$ cat src/rtl/sa_pkg.sv
// sa_pkg: shared state type, default dimensions and FEED length for the systolic-array feeder.
package sa_pkg;
    localparam int SA_N          = 4;
    localparam int SA_DATA_WIDTH = 8;
    localparam int SA_ACC_WIDTH  = 32;

    typedef enum logic [2:0] {
        ST_IDLE,
        ST_LOAD,
        ST_BIAS,
        ST_FEED,
        ST_DRAIN,
        ST_DONE
    } sa_feed_state_e;

    // Skewed streams span 3N-2 cycles before PE[N-1][N-1] sees its last operand pair.
    function automatic int feed_len(input int n);
        return 3 * n - 2;
    endfunction
endpackage

$ cat src/rtl/sa_tile_buf.sv
// sa_tile_buf: N-slot buffer of A rows and B columns with a diagonally skewed, zero-padded read port.
module sa_tile_buf
    import sa_pkg::*;
#(
    parameter int N          = SA_N,
    parameter int DATA_WIDTH = SA_DATA_WIDTH,
    parameter int TW         = $clog2(3 * N - 1),
    parameter int SW         = $clog2(N)
) (
    input  logic                  clk,
    input  logic                  rst,
    input  logic                  i_wr_en,
    input  logic [SW-1:0]         i_wr_slot,
    input  logic [DATA_WIDTH-1:0] i_wr_row [N],
    input  logic [DATA_WIDTH-1:0] i_wr_col [N],
    input  logic [TW-1:0]         i_t,
    output logic [DATA_WIDTH-1:0] o_a [N],
    output logic [DATA_WIDTH-1:0] o_b [N]
);
    localparam int KW = TW + 1;

    // r_row[k][m] = A[k][m], r_col[k][m] = B[m][k]; lane g reads element t-g of its own slot.
    logic [DATA_WIDTH-1:0] r_row [N][N];
    logic [DATA_WIDTH-1:0] r_col [N][N];

    always_ff @(posedge clk or negedge rst) begin
        if (!rst) begin
            for (int k = 0; k < N; k++) begin
                for (int m = 0; m < N; m++) begin
                    r_row[k][m] <= '0;
                    r_col[k][m] <= '0;
                end
            end
        end else if (i_wr_en) begin
            r_row[i_wr_slot] <= i_wr_row;
            r_col[i_wr_slot] <= i_wr_col;
        end
    end

    for (genvar g = 0; g < N; g++) begin : g_lane
        logic [KW-1:0] w_k;
        logic          w_hit;
        assign w_k    = {1'b0, i_t} - KW'(g);
        assign w_hit  = w_k < KW'(N);
        assign o_a[g] = w_hit ? r_row[g][w_k[SW-1:0]] : '0;
        assign o_b[g] = w_hit ? r_col[g][w_k[SW-1:0]] : '0;
    end
endmodule

$ cat src/rtl/sa_feeder.sv
// sa_feeder: loads one A/B tile plus bias, then drives the systolic array's skewed edges
// and flags when the accumulators hold C = bias + A*B.
module sa_feeder
    import sa_pkg::*;
#(
    parameter int N          = SA_N,
    parameter int DATA_WIDTH = SA_DATA_WIDTH,
    parameter int ACC_WIDTH  = SA_ACC_WIDTH
) (
    input  logic                  clk,
    input  logic                  rst,
    input  logic                  s_valid,
    output logic                  s_ready,
    input  logic [DATA_WIDTH-1:0] s_a_row [N],
    input  logic [DATA_WIDTH-1:0] s_b_col [N],
    input  logic [ACC_WIDTH-1:0]  s_bias [N],
    output logic                  sa_load_bias,
    output logic [ACC_WIDTH-1:0]  sa_bias [N],
    output logic [DATA_WIDTH-1:0] sa_in_a [N],
    output logic [DATA_WIDTH-1:0] sa_in_b [N],
    output logic                  res_valid,
    input  logic                  res_ack
);
    localparam int FEED_LEN = feed_len(N);
    localparam int TW       = $clog2(3 * N - 1);
    localparam int SW       = $clog2(N);

    sa_feed_state_e        r_state;
    logic [SW-1:0]         r_beat;
    logic [TW-1:0]         r_t;
    logic                  r_load_bias;
    logic                  r_res_valid;
    logic [ACC_WIDTH-1:0]  r_bias [N];
    logic [DATA_WIDTH-1:0] r_in_a [N];
    logic [DATA_WIDTH-1:0] r_in_b [N];
    logic [DATA_WIDTH-1:0] w_rd_a [N];
    logic [DATA_WIDTH-1:0] w_rd_b [N];
    logic [TW-1:0]         w_rd_t;
    logic                  w_accept;
    logic                  w_streaming;

    assign s_ready      = (r_state == ST_IDLE) || (r_state == ST_LOAD);
    assign w_accept     = s_valid && s_ready;
    assign w_streaming  = (r_state == ST_BIAS) || (r_state == ST_FEED);
    // Lanes are registered, so the read port looks one step ahead of the visible t.
    assign w_rd_t       = (r_state == ST_FEED) ? r_t + 1'b1 : '0;
    assign sa_load_bias = r_load_bias;
    assign res_valid    = r_res_valid;
    assign sa_bias      = r_bias;
    assign sa_in_a      = r_in_a;
    assign sa_in_b      = r_in_b;

    sa_tile_buf #(
        .N          (N),
        .DATA_WIDTH (DATA_WIDTH),
        .TW         (TW),
        .SW         (SW)
    ) u_buf (
        .clk       (clk),
        .rst       (rst),
        .i_wr_en   (w_accept),
        .i_wr_slot (r_beat),
        .i_wr_row  (s_a_row),
        .i_wr_col  (s_b_col),
        .i_t       (w_rd_t),
        .o_a       (w_rd_a),
        .o_b       (w_rd_b)
    );

    always_ff @(posedge clk or negedge rst) begin
        if (!rst) begin
            r_state     <= ST_IDLE;
            r_beat      <= '0;
            r_t         <= '0;
            r_load_bias <= 1'b0;
            r_res_valid <= 1'b0;
            for (int k = 0; k < N; k++) begin
                r_bias[k] <= '0;
                r_in_a[k] <= '0;
                r_in_b[k] <= '0;
            end
        end else begin
            r_load_bias <= 1'b0;
            for (int k = 0; k < N; k++) begin
                r_in_a[k] <= w_streaming ? w_rd_a[k] : '0;
                r_in_b[k] <= w_streaming ? w_rd_b[k] : '0;
            end
            case (r_state)
                ST_IDLE, ST_LOAD: begin
                    if (w_accept) begin
                        if (r_beat == '0) r_bias <= s_bias;
                        if (r_beat == SW'(N - 1)) begin
                            r_beat      <= '0;
                            r_load_bias <= 1'b1;
                            r_state     <= ST_BIAS;
                        end else begin
                            r_beat  <= r_beat + 1'b1;
                            r_state <= ST_LOAD;
                        end
                    end
                end
                ST_BIAS: begin
                    r_t     <= '0;
                    r_state <= ST_FEED;
                end
                ST_FEED: begin
                    if (r_t == TW'(FEED_LEN - 1)) r_state <= ST_DRAIN;
                    else r_t <= r_t + 1'b1;
                end
                ST_DRAIN: begin
                    r_res_valid <= 1'b1;
                    r_state     <= ST_DONE;
                end
                ST_DONE: begin
                    if (res_ack) begin
                        r_res_valid <= 1'b0;
                        r_state     <= ST_IDLE;
                    end
                end
                default: r_state <= ST_IDLE;
            endcase
        end
    end
endmodule

$ cat config.mk
export PLATFORM = sky130hd
export DESIGN_NAME = sa_feeder
export DESIGN_NICKNAME = d
export VERILOG_FILES = /design/src/rtl/sa_pkg.sv /design/src/rtl/sa_tile_buf.sv /design/src/rtl/sa_feeder.sv
export SDC_FILE = /design/constraint.sdc
export NUM_CORES = 1
export LEC_CHECK = 0
export CORE_ASPECT_RATIO = 1.1
export CORE_MARGIN = 2
export CORE_UTILIZATION = 55
export DETAILED_ROUTE_END_ITERATION = 10
export GPL_TIMING_DRIVEN = 1
export HOLD_SLACK_MARGIN = 0.05
export PLACE_DENSITY = 0.95
export SLEW_MARGIN = 20
export SYNTH_ARGS = -nofsm -noshare
export SYNTH_HDL_FRONTEND = slang
export SYNTH_SLANG_ARGS = --single-unit
export TNS_END_PERCENT = 1
$ cat constraint.sdc
create_clock -name clk -period 4.3 [get_ports clk]
set_input_delay 1.29 -clock clk [delete_from_list [all_inputs] [get_ports clk]]
set_output_delay 1.29 -clock clk [all_outputs]
set_load 0.03 [all_outputs]
==> results.sh, run 1 <==
export IMPL_r2r_cells=8
export IMPL_cts_tree="done"
export IMPL_reg2reg_slack_ns=0.82
export IMPL_finalSetupViolCount=0
export IMPL_yosys_warnings=0
export IMPL_combPwrFrac=0.483
export IMPL_yosys_area_share_simple=0.0446
export IMPL_synth_top_cells_by_area="dfrtp_1 60%, mux2_2 24%, a211oi_1 2.1%, mux4_2 1.9%, nor2b_1 1.6%"
export IMPL_seq_area_mm2=0.0115
export IMPL_holdPathEnd="res_valid"
export IMPL_yosysTopAreaCell="dfrtp_1"
export IMPL_post_cts_buffers=0
export IMPL_slew_viol_final=0
export IMPL_antenna_found_initial=6
export IMPL_gp_congestion=0.801
export IMPL_postCtsHoldBufs=0
export IMPL_core_area_mm2=0.0343
export IMPL_die_w_um=182
export IMPL_avgSynthCellArea_um2=15.2
export IMPL_post_route_period_util=0.810
export IMPL_fillers=2079
export IMPL_synthArstFlopShare=1.00
export IMPL_powerDensity_mw_per_mm2=900
export IMPL_route_detailed_drc=0
export IMPL_start_util=0.560
export IMPL_multi_input_area_mm2=0.00717
export IMPL_dieArea_mm2=0.0364
export IMPL_synth_common_cells="459 x dfrtp_1, 401 x mux2_2, 55 x a211oi_1"
export IMPL_synth_compound_area_frac=0.0524
export IMPL_ys_seq_area_frac=0.598
export IMPL_critPathKind="flip-flop to flip-flop"
export IMPL_numClockSinks=459
export IMPL_fin_area_mm2=0.0251
export IMPL_max_freq_ghz=0.287
export IMPL_num_vias=12300
export IMPL_holdPathStages=1
export IMPL_synth_top_family_by_area="multiplexers"
export IMPL_tightest_slew_ns=1.06
export IMPL_p_sw_w=0.00879
export IMPL_ioPinCount=391
export IMPL_area_growth_pct=30.5
export IMPL_rsz0062_at_grt="false"
export IMPL_die_h_um=200
export IMPL_cts_resized=0
export IMPL_drive_gt1_frac=0.339
export IMPL_placed_area_mm2=0.0235
export IMPL_antenna_left=0
export IMPL_post_place_ws_ns=0.881
export IMPL_tns_ns=0
export IMPL_netlist_area_mm2=0.0192
export IMPL_timing_rr_start="r_state[1]"
export IMPL_synth_area_mux_share=0.263
export IMPL_fin_skew_ns=0.0145
export IMPL_dr_pass1_iters=5
export IMPL_grt_ovfl_total=0
export IMPL_p_int_w=0.0138
export IMPL_maxSlewHeadroom=0.295
export IMPL_grt_max_degree=97
export IMPL_insertion_delay_ns=0.56
export IMPL_clockBufferDepth=3
export IMPL_hold_viol=0
export IMPL_yosys_area_top_type_share=0.598
export IMPL_yosysMostFrequentCell="dfrtp_1"
export IMPL_numCtsBuffers=45
export IMPL_setup_slack_ns=0.817
export IMPL_pwr_share_clk=0.181
export IMPL_fin_crit_ns=3.48
export IMPL_syn_nets=1467
export IMPL_finalNonFillerCells=2109
export IMPL_worstSetupEndpointType="flip-flop"
export IMPL_via_per_inst=5.85
export IMPL_crit_fanout=24
export IMPL_worstSetupStartpointType="flip-flop"
export IMPL_reg2reg_to="sa_in_b[21]"
export IMPL_cts_root_buf="clkbuf_16"
export IMPL_ir_drop_mv=0.668
export IMPL_hpwl_mm=33.4
export IMPL_arrival_ns=3.92
export IMPL_ys_ff_latch=459
export IMPL_p_leak_nw=10.3
export IMPL_status="finished clean"
export IMPL_synth_distinct_cells=49
export IMPL_p_seq_frac=0.337
export IMPL_hp_start="res_valid"
export IMPL_layout_nets=1843
export IMPL_netlist_instances=1261
export IMPL_drt_initial_drc_count=652
export IMPL_whs_ns=0.498
export IMPL_worstPathRequired_ns=4.74
export IMPL_core_rowCount=71
export IMPL_routedWlPerCell_um=24.0
export IMPL_switching_share=0.390
export IMPL_synth_flop_cell="dfrtp_1"
export IMPL_synthAdderAreaFrac=0.00651
export IMPL_grt_pass1_vias=13500
export IMPL_cts_max_level=2
export IMPL_grt_pass1_wl_mm=77.4
export IMPL_synth_xor_area_share=0.00449
export IMPL_dpl_cell_count=2028
export IMPL_portBuffers=390
export IMPL_routed_wl_mm=50.5
export IMPL_synth_edf_count=0
export IMPL_drv_cap=0
export IMPL_clkSlewWorstSetupHoldPaths_ns=0.06
export IMPL_hold_path_class="flip-flop to flip-flop"
export IMPL_grt_usage=0.279
==> layout by cell type, fill, tap and decap left out, types with 4 or more instances in the layout <==
master / count
a211oi_2: 10
clkbuf_16: 45
clkinv_2: 5
clkdlybuf4s50_1: 389
ha_1: 10
nand2b_1: 4
clkbuf_8: 14
nand2_1: 9
a32oi_1: 16
mux2_2: 401
buf_4: 20
nor2_1: 6
nor3b_1: 16
a2111oi_1: 4
clkbuf_1: 4
inv_1: 7
a2111oi_2: 12
mux4_2: 16
diode_2: 5
a211oi_1: 55
mux2i_1: 17
buf_12: 12
dfrtp_1: 458
o21ai_0: 8
a21oi_1: 4
bufinv_16: 4
nand3_1: 19
nor4_1: 15
nor2b_1: 49
==> worst max-delay path by stage <==
| stage | from | end | slack [ns] | depth (start not counted) |
|---|---|---|---|---|
| final | r_state[1] | sa_in_b[21] | 0.82 | 8 |
| after global placement | s_valid | sa_bias[41] | 0.98 | 4 |
| after CTS | r_state[1] | sa_in_b[21] | 0.87 | 8 |
| after global routing | r_state[1] | sa_in_a[23] | 0.62 | 8 |
| after detailed placement | r_state[1] | sa_in_a[23] | 0.88 | 8 |
| after floorplan | r_t[1] | sa_in_a[4] | 1.38 | 11 |
==> cell families after synthesis <==
kind of cell | after synthesis
flip-flops | 459
AO/OA/AOI/OAI | 115
buffers and inverters | 101
multiplexers | 435
XOR/XNOR | 6
adder cells (fa/ha/maj) | 10
AND/OR/NAND/NOR | 135
==> per-layer routing <==
metal	up-vias	wire [µm]	part of all wire	global-route usage
met5	-	7	0.00014	0
met4	2	2280	0.045	0.136
met3	134	3440	0.068	0.0564
met2	533	25700	0.51	0.487
met1	6325	19100	0.38	0.333
li1	5350	-	-	-
==> power by group through the flow <==
stage | sequential (W) | clock (W) | combinational, W
6_report | 0.00759 | 0.00407 | 0.0109
5_1_grt | 0.00782 | 0.00431 | 0.0115
4_1_cts | 0.00758 | 0.00413 | 0.0109
3_5_place_dp | 0.00762 | 0 | 0.0108
3_3_place_gp | 0.00743 | 0 | 0.0105
2_1_floorplan | 0.00886 | 0 | 0.00566
==> critical path, stage by stage, from the launching register on <==
cell and delay [ns]:
dfrtp_1 0.56, nand3b_4 0.42, nor2_4 0.56, inv_2 0.07, buf_4 0.26, ha_1 0.24, o21ai_1 0.07, or3b_1 0.79
a211oi_2 0.37
==> registers in the layout (all words and copies together), names as in the netlist <==
signal,cells
res_valid,1
u_buf.r_col,128
sa_in_a,32
u_buf.r_row,128
r_state,3
r_beat,2
r_t,4
sa_load_bias,1
sa_in_b,32
sa_bias,128
==> metrics by stage <==
stage                util  power [W]
floorplan               -     0.0145
global placement    0.686     0.0179
detailed placement  0.686     0.0184
CTS                 0.731     0.0226
global route        0.731     0.0236
finish              0.731     0.0226
==> cell type report <==
cell class,instances,area share
Inverter,8,0.00120
Clock buffer,63,0.0532
Tap cell,438,0.0219
Timing Repair Buffer,422,0.171
Multi-Input combinational cell,701,0.286
Sequential cell,459,0.458
Antenna cell,5,0.000499
Clock inverter,13,0.00764
Power figures use the tool's default switching activity.
==> run 2, diff against run 1 <==
--- a/config.mk
+++ b/config.mk
@@ -7,11 +7,11 @@
 export LEC_CHECK = 0
 export CORE_ASPECT_RATIO = 1.1
 export CORE_MARGIN = 2
-export CORE_UTILIZATION = 55
+export CORE_UTILIZATION = 47
 export DETAILED_ROUTE_END_ITERATION = 10
 export GPL_TIMING_DRIVEN = 1
 export HOLD_SLACK_MARGIN = 0.05
-export PLACE_DENSITY = 0.95
+export PLACE_DENSITY = 0.87
 export SLEW_MARGIN = 20
 export SYNTH_ARGS = -nofsm -noshare
 export SYNTH_HDL_FRONTEND = slang
==> constraint.sdc (replaced) <==
create_clock -name clk -period 3.15 [get_ports clk]
set_input_delay 0.945 -clock clk [delete_from_list [all_inputs] [get_ports clk]]
set_output_delay 0.945 -clock clk [all_outputs]
set_load 0.03 [all_outputs]
==> results.sh, run 2 (synthesis gave the netlist of run 1 again) <==
export IMPL_cts_resized=0
export IMPL_routedWlPerCell_um=22.9
export IMPL_hpwl_mm=33.7
export IMPL_postCtsHoldBufs=0
export IMPL_core_rowCount=77
export IMPL_dpl_cell_count=2115
export IMPL_drive_gt1_frac=0.347
export IMPL_crit_buf_inv=1
export IMPL_antenna_left=0
export IMPL_timing_rr_start="r_t[0]"
export IMPL_numClockSinks=459
export IMPL_slew_viol_final=0
export IMPL_post_cts_buffers=0
export IMPL_cts_tree="done"
export IMPL_final_cell_mix="458 x dfrtp_1, 401 x mux2_2, 389 x clkdlybuf4s50_1"
export IMPL_hold_viol=0
export IMPL_powerDensity_mw_per_mm2=1230
export IMPL_rsz0062_at_grt="false"
export IMPL_worstPathCellList="nor2_4 > clkdlybuf4s50_1"
export IMPL_max_stage_delay_ns=0.71
export IMPL_n_antenna_cell=0
export IMPL_post_route_period_util=0.941
export IMPL_worstSetupEndpointType="primary output"
export IMPL_critPathKind="flip-flop to primary output"
export IMPL_route_detailed_drc=0
export IMPL_total_power_w=0.0314
export IMPL_grt_max_degree=97
export IMPL_tightest_slew_ns=0.904
export IMPL_cts_root_buf="clkbuf_16"
export IMPL_insertion_delay_ns=0.58
export IMPL_portBuffers=390
export IMPL_drt_initial_drc_count=553
export IMPL_via_per_inst=5.61
export IMPL_crit_fanout=9
export IMPL_grt_ovfl_total=0
export IMPL_fin_crit_ns=2.96
export IMPL_maxSlewHeadroom=0.385
export IMPL_cts_max_level=2
export IMPL_ir_drop_mv=1.40
export IMPL_layout_nets=1858
export IMPL_setup_slack_ns=0.187
export IMPL_clkSlewWorstSetupHoldPaths_ns=0.06
export IMPL_grt_pass1_wl_mm=77.8
export IMPL_die_h_um=216
export IMPL_worstPathRequired_ns=2.20
export IMPL_status="finished clean"
export IMPL_grt_usage=0.239
export IMPL_drv_cap=0
export IMPL_fillers=2884
export IMPL_fin_skew_ns=0.0148
export IMPL_max_freq_ghz=0.338
export IMPL_area_growth_pct=32.7
export IMPL_dr_pass1_iters=5
export IMPL_tns_ns=0
export IMPL_antenna_found_initial=1
export IMPL_die_w_um=197
export IMPL_p_leak_nw=10.5
export IMPL_num_vias=12400
export IMPL_arrival_ns=2.02
export IMPL_core_area_mm2=0.0403
export IMPL_crit_path_start="r_state[1]"
export IMPL_hold_path_class="input pin to async pin"
export IMPL_numCtsBuffers=48
export IMPL_grt_pass1_vias=13400
export IMPL_clockBufferDepth=3
export IMPL_fin_util=0.633
export IMPL_gp_congestion=0.783
export IMPL_worstSetupStartpointType="flip-flop"
export IMPL_layout_commonest_cell="dfrtp_1"
export IMPL_ioPinCount=391
export IMPL_crit_slowest_cell="clkdlybuf4s50_1"
export IMPL_start_util=0.477
export IMPL_crit_family="buffers and inverters"
export IMPL_routed_wl_mm=50.5
export IMPL_post_place_ws_ns=0.408
export IMPL_dieArea_mm2=0.0425
export IMPL_finalSetupViolCount=0
export IMPL_finalNonFillerCells=2203
[run 2: per-stage QoR]
step,hold WS [ns],area [µm²]
floorplan,0.473,19200
global placement,0.481,23800
detailed placement,0.488,23800
CTS,0.290,25500
global route,0.319,25500
finish,0.308,25500
[run 2: cell type report]
cell class / count / area (µm²) / share of cell area
Timing Repair Buffer: 434 / 4460 / 0.175
Clock inverter: 19 / 262 / 0.0103
Clock buffer: 69 / 1430 / 0.0561
Sequential cell: 459 / 11500 / 0.451
Multi-Input combinational cell: 701 / 7180 / 0.282
Tap cell: 513 / 642 / 0.0252
Inverter: 8 / 30.0 / 0.00118
[run 2: per-layer routing]
metal  track usage  vias to the layer above  part of all wire
li1              -                     5383                 -
met5             0                        -                 0
met4        0.0925                        0             0.033
met2         0.404                      519              0.49
met3        0.0532                      102             0.072
met1         0.299                     6347              0.40
[run 2: final timing paths]
kind	to	slack, ns	cells after the start
setup reg to reg	sa_in_b[7]	0.51	7
hold reg to reg	u_buf.r_row[100]	0.50	1
max in group asynchronous	u_buf.r_col[111]	1.89	2
min in group clk	u_buf.r_row[100]	0.50	1
hold / removal	sa_bias[116]	0.31	1
setup / recovery	s_ready	0.19	2
[run 2: power breakdown]
part	leakage [nW]	switching [W]	internal, W	total (W)
logic	4.01	0.00809	0.00696	0.0150
clock network	0.836	0.00233	0.00365	0.00598
registers	5.62	0.00160	0.00876	0.0104
total	10.5	0.0120	0.0194	0.0314
